[src/rtl/v4_peak_detector_pkg.sv]
// v4_peak_detector_pkg: shared sample width, detector defaults, FSM states and event record
package package_settings;
  localparam int SIZE_FILTER_DATA = 16;
endpackage

package v4_parameters;
  localparam int K = 4;
  localparam int L = 8;
  localparam int TS_W = 32;
  localparam int DROP_CNT_W = 8;
  typedef enum logic [1:0] {IDLE, RISE, TOP, FALL} state_t;
  // Field "ts" carries the crossing timestamp ("time" is reserved in SystemVerilog)
  typedef struct packed {
    logic signed [package_settings::SIZE_FILTER_DATA-1:0] amp;
    logic [TS_W-1:0] ts;
    logic pileup;
  } event_t;
endpackage

[src/rtl/v4_peak_detector_event_buffer.sv]
// v4_event_buffer: one-entry valid/ready event register with saturating drop counter
module v4_event_buffer import v4_parameters::*; #(
  parameter int DATA_W = package_settings::SIZE_FILTER_DATA,
  parameter int TS_W = 32
) (
  input  logic                     clk,
  input  logic                     reset,
  input  logic                     emit,
  input  logic signed [DATA_W-1:0] amp,
  input  logic [TS_W-1:0]          tstamp,
  input  logic                     pileup,
  input  logic                     ev_ready,
  output logic                     ev_valid,
  output logic signed [DATA_W-1:0] ev_amp,
  output logic [TS_W-1:0]          ev_time,
  output logic                     ev_pileup,
  output logic [DROP_CNT_W-1:0]    drop_cnt
);
  always_ff @(posedge clk or negedge reset)
    if (!reset) begin
      ev_valid <= 1'b0;
      ev_amp <= '0;
      ev_time <= '0;
      ev_pileup <= 1'b0;
      drop_cnt <= '0;
    end else if (emit && (!ev_valid || ev_ready)) begin
      ev_valid <= 1'b1;
      ev_amp <= amp;
      ev_time <= tstamp;
      ev_pileup <= pileup;
    end else if (emit) begin
      drop_cnt <= &drop_cnt ? drop_cnt : drop_cnt + 1'b1;
    end else if (ev_ready) begin
      ev_valid <= 1'b0;
    end
endmodule

[src/rtl/v4_peak_detector.sv]
// v4_peak_detector: threshold-triggered trapezoid flat-top maximum finder with pile-up flag
module v4_peak_detector import v4_parameters::*; #(
  parameter int K = v4_parameters::K,
  parameter int L = v4_parameters::L,
  parameter int DATA_W = package_settings::SIZE_FILTER_DATA,
  parameter int TS_W = 32
) (
  input  logic                     clk,
  input  logic                     reset,
  input  logic signed [DATA_W-1:0] in_data,
  input  logic signed [DATA_W-1:0] thr,
  output logic                     ev_valid,
  input  logic                     ev_ready,
  output logic signed [DATA_W-1:0] ev_amp,
  output logic [TS_W-1:0]          ev_time,
  output logic                     ev_pileup,
  output logic [DROP_CNT_W-1:0]    drop_cnt,
  output logic                     busy
);
  localparam int CW = $clog2(L + 2);
  state_t state, state_nx;
  logic [CW-1:0] cnt, cnt_nx;
  logic [TS_W-1:0] ts, t0, t0_nx;
  logic signed [DATA_W-1:0] mx, mx_nx;
  logic above, emit;
  assign above = in_data > thr;
  assign busy = state != IDLE;
  always_comb begin
    state_nx = state;
    cnt_nx = cnt;
    t0_nx = t0;
    mx_nx = mx;
    emit = 1'b0;
    case (state)
      IDLE: if (above) begin
        state_nx = RISE;
        cnt_nx = '0;
        t0_nx = ts;
      end
      RISE: begin
        cnt_nx = cnt + 1'b1;
        if (!above) state_nx = IDLE;
        else if (cnt == CW'(K - 1)) begin
          state_nx = TOP;
          cnt_nx = '0;
          mx_nx = in_data;
        end
      end
      TOP: begin
        mx_nx = in_data > mx ? in_data : mx;
        cnt_nx = cnt == CW'(L - K - 1) ? '0 : cnt + 1'b1;
        state_nx = cnt == CW'(L - K - 1) ? FALL : TOP;
      end
      FALL: begin
        // Saturating at K+1 is enough to tell a pile-up from a normal fall
        cnt_nx = cnt == CW'(K + 1) ? cnt : cnt + 1'b1;
        if (!above) begin
          state_nx = IDLE;
          emit = 1'b1;
        end
      end
      default: state_nx = IDLE;
    endcase
  end
  always_ff @(posedge clk or negedge reset)
    if (!reset) begin
      state <= IDLE;
      cnt <= '0;
      ts <= '0;
      t0 <= '0;
      mx <= '0;
    end else begin
      state <= state_nx;
      cnt <= cnt_nx;
      ts <= ts + 1'b1;
      t0 <= t0_nx;
      mx <= mx_nx;
    end
  v4_event_buffer #(.DATA_W(DATA_W), .TS_W(TS_W)) u_buf (
    .clk(clk),
    .reset(reset),
    .emit(emit),
    .amp(mx),
    .tstamp(t0),
    .pileup(cnt > CW'(K)),
    .ev_ready(ev_ready),
    .ev_valid(ev_valid),
    .ev_amp(ev_amp),
    .ev_time(ev_time),
    .ev_pileup(ev_pileup),
    .drop_cnt(drop_cnt)
  );
endmodule

[config.mk]
export PLATFORM = sky130hd
export DESIGN_NAME = v4_peak_detector
export DESIGN_NICKNAME = d
export VERILOG_FILES = /design/src/rtl/v4_peak_detector_pkg.sv /design/src/rtl/v4_peak_detector_event_buffer.sv /design/src/rtl/v4_peak_detector.sv
export SDC_FILE = /design/constraint.sdc
export NUM_CORES = 1
export LEC_CHECK = 0
export ABC_AREA = 1
export CAP_MARGIN = 20
export CORE_MARGIN = 10
export CORE_UTILIZATION = 40
export CTS_CLUSTER_DIAMETER = 40
export DETAILED_ROUTE_END_ITERATION = 8
export GPL_TIMING_DRIVEN = 0
export SETUP_SLACK_MARGIN = 0.05
export SYNTH_ARGS = -nofsm -noshare
export SYNTH_HDL_FRONTEND = slang
export SYNTH_SLANG_ARGS = --single-unit
[constraint.sdc]
create_clock -name clk -period 2.05 [get_ports clk]
set_clock_uncertainty 0.2 [all_clocks]
set_input_delay 0.41 -clock clk [delete_from_list [all_inputs] [get_ports clk]]
set_output_delay 0.41 -clock clk [all_outputs]
set_load 0.01 [all_outputs]
== Word-level counts from Yosys, hierarchy flattened ==
Index checks and enable logic that the tools add are counted.

* Bits in registers: 144
* Input port bits: 35
* Output and inout bits: 59
* Word-level logic and storage cells: 65

* Add/sub/neg operators: 3
* Order comparisons: 3
* Equal/unequal tests: 13
* Multiplexer cells: 20
* Bitwise operators: 2
* Reductions and logical operators: 14

{| class="wikitable"
|+ Operators by type and width
! operator !! count
|-
| $mux W16 || 3
|-
| $add A32 B1 Y32 const B || 1
|-
| $gt A16 B16 Y1 || 2
|-
| $pmux W16 S2 || 1
|-
| $mux W4 || 4
|-
| $pmux W4 S4 || 1
|-
| $ne A2 B2 Y1 const B || 7
|-
| $add A8 B1 Y8 const B || 1
|-
| $mux W2 || 4
|-
| $pmux W2 S4 || 1
|-
| $reduce_and A8 Y1 || 1
|-
| $mux W1 || 6
|-
| $reduce_and A2 Y1 || 3
|-
| $reduce_and A3 Y1 || 2
|-
| $reduce_bool A2 Y1 || 3
|-
| $add A4 B1 Y4 const B || 1
|-
| $eq A2 B2 Y1 const B || 2
|-
| $eq A4 B2 Y1 const B || 1
|-
| $eq A4 B3 Y1 const B || 1
|-
| $gt A4 B3 Y1 const B || 1
|-
| $reduce_and A4 Y1 || 1
|-
| $ne A3 B3 Y1 const B || 1
|-
| $eq A2 B1 Y1 const B || 1
|-
| $logic_not A2 Y1 || 1
|-
| 4 further kinds || 5
|}

== Logic depth before layout (Yosys ltp) ==
Gate-level depths: netlist (run 1).

* Word-level depth: 6
* Mapped depth: 19
* Mapped depth without buffers: 18

== Hierarchy ==
Synthesis (run 1) repeated with hierarchy kept, for this count alone.

* Cell total of the unflattened synthesis: 829
* Area, all modules: 7223.2 µm²

{| class="wikitable"
|+ Modules (own cells, without submodules)
! module !! times used !! cells an instance !! area each (µm²) !! seq. area each (µm²)
|-
| v4_peak_detector || 1 || 548 || 4729.5 || 2152.1
|-
| v4_event_buffer || 1 || 281 || 2493.6 || 1451.4
|}

== Least setup slack after synthesis (run 1) ==
Ideal clock, no wire load.

* Path type: input port to flip-flop
* From: in thr[15]
* To: reg u_buf.ev_amp[0]
* Library setup time: 0.126 ns
* Arrival: 1.871 ns
* Data required time: 1.724 ns
* Setup slack: -0.147 ns
* Cell stages on the path: 14
* Path buffers: 2
* Cells stage by stage: inv_1 ha_1 a21oi_1 o21ai_1 a21oi_1 nand2_1 nand2_1 nand2_2 nand2_4 nand3_4 buf_6 buf_6 nand2_1 o21ai_1

* Longest elaborated chain between the ends: 4

{| class="wikitable"
|+ RTL lines
! element !! line !! source
|-
| start, declared || v4_peak_detector.sv:11 || <nowiki>input logic signed [DATA_W-1:0] thr,</nowiki>
|-
| $gt A16 B16 Y1 || v4_peak_detector.sv:26 || <nowiki>assign above = in_data > thr;</nowiki>
|-
| $mux W1 || v4_peak_detector.sv:57 || <nowiki>if (!above) begin</nowiki>
|-
| $mux W1 || v4_peak_detector.sv:34 || <nowiki>case (state)</nowiki>
|-
| $logic_and A1 B1 Y1 || v4_peak_detector_event_buffer.sv:26 || <nowiki>end else if (emit && (!ev_valid || ev_ready)) begin</nowiki>
|-
| end signal, assigned || v4_peak_detector_event_buffer.sv:28 || <nowiki>ev_amp <= amp;</nowiki>
|-
| end, declared || v4_peak_detector_event_buffer.sv:14 || <nowiki>output logic signed [DATA_W-1:0] ev_amp,</nowiki>
|}

Every way passes these cells.
A chain may end at the register's enable or synchronous reset.

== Worst setup path in the final report (run 1) ==
* From: in in_data[11]
* To: reg t0[12]

* Longest elaborated chain between the ends: 2

{| class="wikitable"
|+ RTL lines
! element !! line !! source
|-
| start, declared || v4_peak_detector.sv:10 || <nowiki>input logic signed [DATA_W-1:0] in_data,</nowiki>
|-
| $gt A16 B16 Y1 || v4_peak_detector.sv:26 ||
|-
| $reduce_and A2 Y1 (no line) || n/a ||
|-
| end signal, assigned || v4_peak_detector.sv:76 || <nowiki>t0 <= t0_nx;</nowiki>
|-
| end, declared || v4_peak_detector.sv:23 || <nowiki>logic [TS_W-1:0] ts, t0, t0_nx;</nowiki>
|}

Every way passes these cells.

==> metrics.txt, run 1 <==
status complete, but fails checks; failing checks setup timing; first-pass GRT wire length 30.1 mm; GRT Residual Overflow 0; critical-path cell list buf_8 > ha_4 > nand4_1 > nor3_4 > nand2_2 > nand2_2 > nand2_2 > nand2_4 > nand2_8 > nor2_4 > buf_12 > clkbuf_16 > nand2_1 > o21ai_0; FP Rows 47; Root Buffer clkbuf_16; Critical Path Most Common Cell nand2_2; most frequent cells in the layout 139 x dfrtp_1, 102 x nand2_1, 77 x inv_1; commonest non-fill, non-tap cell in the layout dfrtp_1; DR iter-0 viols 370; Critical Path Source Type primary input; critical path class primary input to flip-flop; DR WL/cell 16.6 µm; slew margin rel. 0.516; antenna violations before repair 0; Yosys warning count 0; Final GP Congestion 0.788; CP max stage delay 0.26 ns; post-route setup TNS -4.71 ns; maximum clock path buffer count 2; fin nets 1018; IO Port Bufs 93; TritonRoute pass-1 iters 5; CTS tree yes; worst slack, placed -1.32 ns; vias in the first global route 5947; cell count after synthesis 750; Worst Tran Pin Value 0.727 ns; vias 5851; Starting Density 0.409; Final period util 1.06; boundary pin count 94; Sw Ratio 0.305; fin crit period 2.16 ns; Synth cell types 36; # diodes 0; Pins Over Slew Limit 0; WL final 19.5 mm; slowest stage cell, crit path ha_4; clock sink total 144; Critical Path AT 2.31 ns; R2R Setup Slk -0.08 ns; layout cell share with drive strength beyond 1 0.407; Final Cell Area 11000 µm²; Post-Syn Area 6810 µm²; H-tree Lvls 4; DPL Wire Length 12.0 mm; asr flop ratio synth 1.00; Die Height 150 µm; power per cell area 1070 nW/µm²; max frequency 462 MHz; Synth Net Count 822; power share of the clock group 0.332; leak pwr 0.00555 µW; hold crit path type primary input to flip-flop; Avg Cell Area, Syn 9.08 µm²; Pint 8180 µW; Register Area 3610 µm²; max-cap viol count 0; final setup fails 98; cell count after placement 1064; final setup margin -0.115 ns; largest net degree at the start of global routing 76; Synth Flop Type dfrtp_1; Finished Layout Cells 1179; filler cell count 1257; sequential element share of the synthesized area 0.529; Post-DP Area 8220 µm²; Critical Path End Type flip-flop; die width 150 µm; flop and latch count out of synthesis 144; DRC Markers 0; CP max FO 8; Via-to-Cell Ratio 4.96; die area 22600 µm²; Fin. Hold Viols 0; multi-input logic area 3800 µm²; EDFF count, synth 0; WP data required 2.20 ns; P&R area growth vs syn 61.6%; Switching Power 3580 µW; VDD IR max 0.000837 V; unrepaired setup endpoints after global routing true; CTS buffer count 17; Comb pwr share 0.331; post-route ant nets 0; Hold Slack 0.0140 ns; GRT Total Usage 0.167; Clk Latency, worst-skew pair 0.42 ns; CP bufs+invs 3; CP delay by family, top simple AND/OR/NAND/NOR gates; core box area 16600 µm²; Reg power frac 0.337; Worst-path clk slew 0.06 ns
synthesized netlist by cell type (all sizes together) (2+ instances only):
| library cell | n | area (µm²) |
|---|---|---|
| nand2 | 196 | 753 |
| dfrtp | 144 | 3600 |
| inv | 103 | 387 |
| o21ai | 92 | 460 |
| ha | 37 | 463 |
| nand3 | 37 | 218 |
| nor2 | 32 | 145 |
| xor2 | 23 | 201 |
| xnor2 | 15 | 131 |
| a21oi | 13 | 65.1 |
| buf | 13 | 87.6 |
| nor3 | 13 | 91.3 |
| nand4 | 12 | 81.3 |
| clkbuf | 7 | 28.8 |
| nor4 | 3 | 18.8 |
| a21o | 2 | 15.0 |
| a31oi | 2 | 12.5 |
state kept, by name, indices dropped and copies added, names as in the netlist, named ones only:
name,count
state,1
u_buf.ev_time,32
mx,16
u_buf.ev_amp,16
u_buf.ev_pileup,1
u_buf.ev_valid,1
cnt,4
u_buf.drop_cnt,8
t0,32
ts,32
per-stage QoR:
| stage | util | power [µW] |
|---|---|---|
| floorplan | - | 5280 |
| global placement | 0.492 | 6700 |
| detailed placement | 0.494 | 6800 |
| CTS | 0.595 | 11200 |
| global route | 0.661 | 12400 |
| finish | 0.661 | 11800 |
area by class of cell:
cell class | count | area share
Timing Repair Buffer | 176 | 0.169
Clock inverter | 9 | 0.0225
Sequential cell | 144 | 0.328
Inverter | 103 | 0.0381
Tap cell | 220 | 0.0250
Buffer | 20 | 0.0265
Clock buffer | 23 | 0.0453
Multi-Input combinational cell | 484 | 0.346
cells by family after synthesis:
group                      count (synthesis)  synth area share
buffers and inverters                    123            0.0739
AOI/OAI and AO/OA                        113            0.0855
and+or+nand+nor                          295             0.194
adders and majority gates                 37            0.0680
xor gates and xnor gates                  38            0.0489
DFF                                      144             0.529
repair_timing:
action | 4_1_cts | 5_1_grt
buffers inserted | 34 | 30
pin swaps | 52 | 55
endpoints found under the setup margin | 128 | 146
hold buffers | 4 | 1
endpoints found under the hold margin | 77 | 1
resized for setup | 306 | 251
gates cloned | 8 | 8
worst reg2reg max path, stage by stage (launching register included):
cell,delay (ns)
dfrtp_1,0.37
inv_2,0.07
ha_4,0.27
nand4_1,0.18
nor3_4,0.21
nand2_2,0.10
nand2_2,0.08
nand2_2,0.07
nand3_4,0.11
nand2_4,0.09
buf_6,0.15
nand2_2,0.06
nand2_1,0.06
path summary, 6_finish.rpt:
check,depth (start not counted),start,end
worst max-delay path,14,in_data[11],t0[12]$_DFFE_PN0P_
worst min-delay path,3,in_data[10],mx[10]$_DFFE_PN0P_
worst max register to register,12,mx[14]$_DFFE_PN0P_,mx[11]$_DFFE_PN0P_
worst min register to register,2,u_buf.ev_time[29]$_DFFE_PN0P_,u_buf.ev_time[29]$_DFFE_PN0P_
max in group asynchronous,3,reset,ts[11]$_DFF_PN0_
min in group asynchronous,2,reset,mx[11]$_DFFE_PN0P_
power groups by stage:
stage          Clock (µW)  Combinational [µW]  Sequential, µW
3_3_place_gp            0                2790            3910
4_1_cts              3930                3310            3930
5_1_grt              4060                4300            4040
3_5_place_dp            0                2870            3930
6_report             3900                3900            3970
2_1_floorplan           0                1220            4060
layer usage:
layer | wire length (µm) | GRT usage
met1 | 8470 | 0.210
met2 | 9890 | 0.269
met3 | 922 | 0.0510
met4 | 262 | 0.0525
met5 | 0 | 0
Note: power is estimated with default switching activity, not from simulation.
==> run 2: changes to the inputs <==
- PLACE_DENSITY: unset -> 0.71
- clock period: 2.05 -> 2.45 ns (I/O delays scaled with it)
==> metrics.txt, run 2 (same netlist as run 1, synthesis figures left out) <==
status finished clean; cell count after placement 1064; DR WL/cell 15.0 µm; Clk Latency, worst-skew pair 0.42 ns; biggest regs t0 (32), ts (32), u_buf.ev_time (32); R2R depth 11; post-route setup TNS 0 ns; Post-DP Area 8040 µm²; Final GP Congestion 0.826; fin nets 967; core box area 16600 µm²; Worst Tran Pin Value 0.529 ns; layout cell share with drive strength beyond 1 0.188; Worst Setup SP thr[1]; Worst-path clk slew 0.06 ns; P&R area growth vs syn 38.6%; leak pwr 0.00443 µW; hold crit path type primary input to flip-flop; filler cell count 1406; vias in the first global route 5442; # diodes 0; fin crit period 2.40 ns; clock sink total 144; boundary pin count 94; largest net degree at the start of global routing 90; critical path class primary input to flip-flop; H-tree Lvls 4; die area 22600 µm²; WP data required 2.54 ns; Pins Over Slew Limit 0; final setup fails 0; most frequent cells in the layout 180 x nand2_1, 143 x dfrtp_1, 89 x inv_1; Starting Density 0.409; GRT Total Usage 0.153; R2R Path Start ts[0]$_DFF_PN0_; max frequency 417 MHz; GRT Residual Overflow 0; DRC Markers 0; DPL Wire Length 11.0 mm; Finished Layout Cells 1128; post-route ant nets 0; Root Buffer clkbuf_16; Hold Slack 0.124 ns; CP max FO 10; die width 150 µm; unrepaired setup endpoints after global routing true; CP Capture Point t0[29]$_DFFE_PN0P_; slew margin rel. 0.647; CTS tree yes; Critical Path AT 2.49 ns; IO Port Bufs 93; FP Rows 47; Via-to-Cell Ratio 4.83; Final period util 0.978; Pwr Total 8680 µW; vias 5448; Fin. Hold Viols 0; WL final 16.9 mm; DR iter-0 viols 542; commonest non-fill, non-tap cell in the layout nand2_1; VDD IR max 0.000560 V; Critical Path End Type flip-flop; power per cell area 920 nW/µm²; max-cap viol count 0; R2R Setup Slk 0.23 ns; worst r2r dst ts[28]$_DFF_PN0_; TritonRoute pass-1 iters 5; Die Height 150 µm; antenna violations before repair 0; CTS buffer count 17; Critical Path Source Type primary input; maximum clock path buffer count 2; Final Cell Area 9430 µm²; first-pass GRT wire length 27.4 mm
run 2: cell types whose count changed in the layout (fill, tap and decap cells not counted), sizes merged:
cell / delta
dlygate4sd3: -4
buf: -66
clkbuf: +2
bufinv: -5
clkinvlp: +2
clkinv: +2
dlygate4sd2: +7
clkdlybuf4s50: +32
dlymetal6s2s: -23
clkdlybuf4s15: +2
run 2: final cells by class:
cell class	instances	area, µm²	share of cell area
inverters	103	387	0.0410
flip-flops and latches	144	3600	0.382
repair buffers	127	1280	0.136
multi-input cells	484	3050	0.323
clock inverters	8	126	0.0134
clock buffers	24	502	0.0532
well taps	220	275	0.0292
plain buffers	18	211	0.0224
run 2: critical path, cell delays in order:
cell and delay [ns]:
dlygate4sd2_1 0.20, inv_2 0.05, ha_4 0.26, nand2_1 0.06, nand2_1 0.09, nand2_1 0.07
nand2_2 0.07, nand2_1 0.06, nand2_1 0.08, nand2_2 0.08, nand2_2 0.08, nand2_2 0.06
nand2_4 0.07, nand2_4 0.07, buf_6 0.13, nor2_4 0.15, clkbuf_16 0.19, buf_6 0.13
o21ai_0 0.09
run 2: worst min-delay path by stage:
stage | startpoint | end | cells after the start
2_1_floorplan | reset | async pin | 0
5_1_grt | in_data[8] | mx[8]$_DFFE_PN0P_ | 3
3_5_place_dp | ts[31]$_DFF_PN0_ | ts[31]$_DFF_PN0_ | 1
3_3_place_gp | ts[31]$_DFF_PN0_ | ts[31]$_DFF_PN0_ | 1
6_report | in_data[8] | mx[8]$_DFFE_PN0P_ | 3
4_1_cts | in_data[0] | mx[0]$_DFFE_PN0P_ | 3
run 2: through the flow:
stage	setup WS [ns]	util
floorplan	0.173	-
global placement	-5.13	0.481
global route	-0.0631	0.567
finish	0.0545	0.567
detailed placement	-0.815	0.483
CTS	0.0135	0.559
run 2: where the power goes:
part	leakage (µW)	switching [µW]	internal [µW]
Sequential	0.00192	316	2930
Clock	0.000299	970	1740
Combinational	0.00221	1330	1390
Total	0.00443	2620	6060
run 2: timing repair:
item,CTS,global route
resized for setup,135,65
cloned,6,3
endpoints found under the setup margin,109,111
setup buffers,23,1
hold endpoints to repair,55,0
hold buffers,1,0
pin swaps,24,17
run 2: per-layer routing:
| metal | up-vias | track usage | wire, µm |
|---|---|---|---|
| li1 | 2707 | - | - |
| met1 | 2587 | 0.191 | 7160 |
| met2 | 129 | 0.246 | 8340 |
| met3 | 25 | 0.0408 | 1130 |
| met4 | 0 | 0.0593 | 280 |
| met5 | - | 0 | 0 |
==> run 3: changes to the inputs <==
- clock period: 2.45 -> 2.3 ns (I/O delays scaled with it)
==> metrics.txt, run 3 (same netlist as run 1, synthesis figures left out) <==
WP data required 2.44 ns; Pins Over Slew Limit 0; largest net degree at the start of global routing 90; vias 5763; Fin. Hold Viols 0; Via-to-Cell Ratio 5.01; R2R Setup Slk 0.08 ns; unrepaired setup endpoints after global routing true; commonest non-fill, non-tap cell in the layout nand2_1; CP max stage delay 0.25 ns; most frequent cells in the layout 151 x nand2_1, 141 x dfrtp_1, 85 x inv_1; CP bufs+invs 6; die area 22600 µm²; critical-path cell list clkdlybuf4s15_1 > inv_2 > ha_4 > nand2_2 > nor2_4 > nand2_2 > nand2_2 > nand2_2 > nand2_1 > nand2_1 > nand2_2 > nand2_4 > buf_6 > nor2_4 > buf_12 > buf_12 > buf_8 > nand2_1 > o21ai_1; layout cell share with drive strength beyond 1 0.327; biggest regs t0 (32), ts (32), u_buf.ev_time (32); slew margin rel. 0.644; fin crit period 2.25 ns; status finished clean; Final period util 0.980; GRT Total Usage 0.164; WL final 19.2 mm; first-pass GRT wire length 29.5 mm; slowest stage cell, crit path ha_4; Register Area 3610 µm²; clock sink total 144; TritonRoute pass-1 iters 5; leak pwr 0.00481 µW; FP Rows 47; vias in the first global route 5851; Root Buffer clkbuf_16; multi-input logic area 3440 µm²; Post-DP Area 8040 µm²; Critical Path AT 2.39 ns; CP max FO 5; P&R area growth vs syn 48.5%; Layout Utilization 0.607; CTS tree yes; IO Port Bufs 93; power per cell area 965 nW/µm²; Critical Path End Type flip-flop; max frequency 444 MHz; hold crit path type primary input to flip-flop; DRC Markers 0; Clk Latency, worst-skew pair 0.42 ns; H-tree Lvls 4; fin nets 990; critical path class primary input to flip-flop; # diodes 0; filler cell count 1299; final setup fails 0; Die Height 150 µm; DR iter-0 viols 506; CTS buffer count 17; Worst Tran Pin Value 0.534 ns; Final GP Congestion 0.826; Final Cell Area 10100 µm²; VDD IR max 0.000618 V; GRT Residual Overflow 0; DPL Wire Length 11.0 mm; DR WL/cell 16.7 µm; Critical Path Most Common Cell nand2_2; die width 150 µm; core box area 16600 µm²; antenna violations before repair 0; Critical Path Source Type primary input; boundary pin count 94; maximum clock path buffer count 2; max-cap viol count 0; post-route ant nets 0; Starting Density 0.409; Worst-path clk slew 0.06 ns; CP delay by family, top simple AND/OR/NAND/NOR gates
## run 3: cell count changes in the layout (fill, tap and decap cells not counted), moves of 6 or more
cell	delta
buf_6	+18
nand2_4	+9
buf_2	+9
o21ai_0	-45
buf_8	+7
nand2_1	-29
buf_4	+9
o21ai_2	+44
nand2_2	+20
dlygate4sd2_1	-13
buf_12	+6
## run 3: layer usage
metal,GRT usage,share of wire,up-vias
met5,0,0,-
met4,0.0748,0.028,0
met2,0.269,0.51,149
met3,0.0417,0.058,34
li1,-,-,2767
met1,0.200,0.40,2813
## run 3: worst register-to-register path, cell delays in order, from the launching register on
cell     delay [ns]
dfrtp_2        0.44
ha_4           0.17
inv_1          0.05
nor2_2         0.12
nand3_2        0.12
nor2_4         0.19
nand2_4        0.09
nor2_4         0.17
nand3_4        0.10
nor3_4         0.21
nand2_1        0.12
xnor2_1        0.14
## run 3: per-stage QoR
stage          std cells  setup WS (ns)  hold WS (ns)  total power [µW]  setup TNS (ns)
2_1_floorplan        750         0.0526       -0.0356              4680               0
3_3_place_gp        1063          -5.25         0.265              5940         -839.90
3_5_place_dp        1064         -0.935         0.256              5990          -87.85
4_1_cts             1143        -0.0186        0.0521              9500         -0.0411
5_1_grt             1151        -0.0465        0.0538             10300          -0.519
6_report            1151         0.0460        0.0597              9760               0
## run 3: cell type report
cell class,count,area share
plain buffers,17,0.0240
clock buffers,24,0.0496
clock inverters,8,0.0125
inverters,103,0.0385
multi-input cells,484,0.340
flip-flops and latches,144,0.357
well taps,220,0.0272
repair buffers,151,0.151
## run 3: final timing paths
path | from | to | cells past startpoint
worst max register to register | ts[0]$_DFF_PN0_ | ts[28]$_DFF_PN0_ | 11
max in group asynchronous | reset | u_buf.ev_amp[0]$_DFFE_PN0P_ | 3
worst max-delay path | thr[4] | t0[29]$_DFFE_PN0P_ | 19
worst min-delay path | in_data[8] | mx[8]$_DFFE_PN0P_ | 3
worst min register to register | u_buf.ev_time[24]$_DFFE_PN0P_ | u_buf.ev_time[24]$_DFFE_PN0P_ | 2
min in group asynchronous | reset | u_buf.ev_amp[8]$_DFFE_PN0P_ | 2
## run 3: timing repair
item / CTS / global route
pin swaps: 35 / 45
setup endpoints to repair: 111 / 117
buffers inserted: 35 / 14
hold buffers: 1 / 0
resized for setup: 261 / 188
gates cloned: 13 / 2
hold endpoints to repair: 55 / 0
## run 3: report_power, final
group          switching, µW  internal [µW]  leakage, µW
combinational           1690           1710      0.00260
clock                   1040           1850     0.000299
sequential               349           3120      0.00191
total                   3080           6680      0.00481
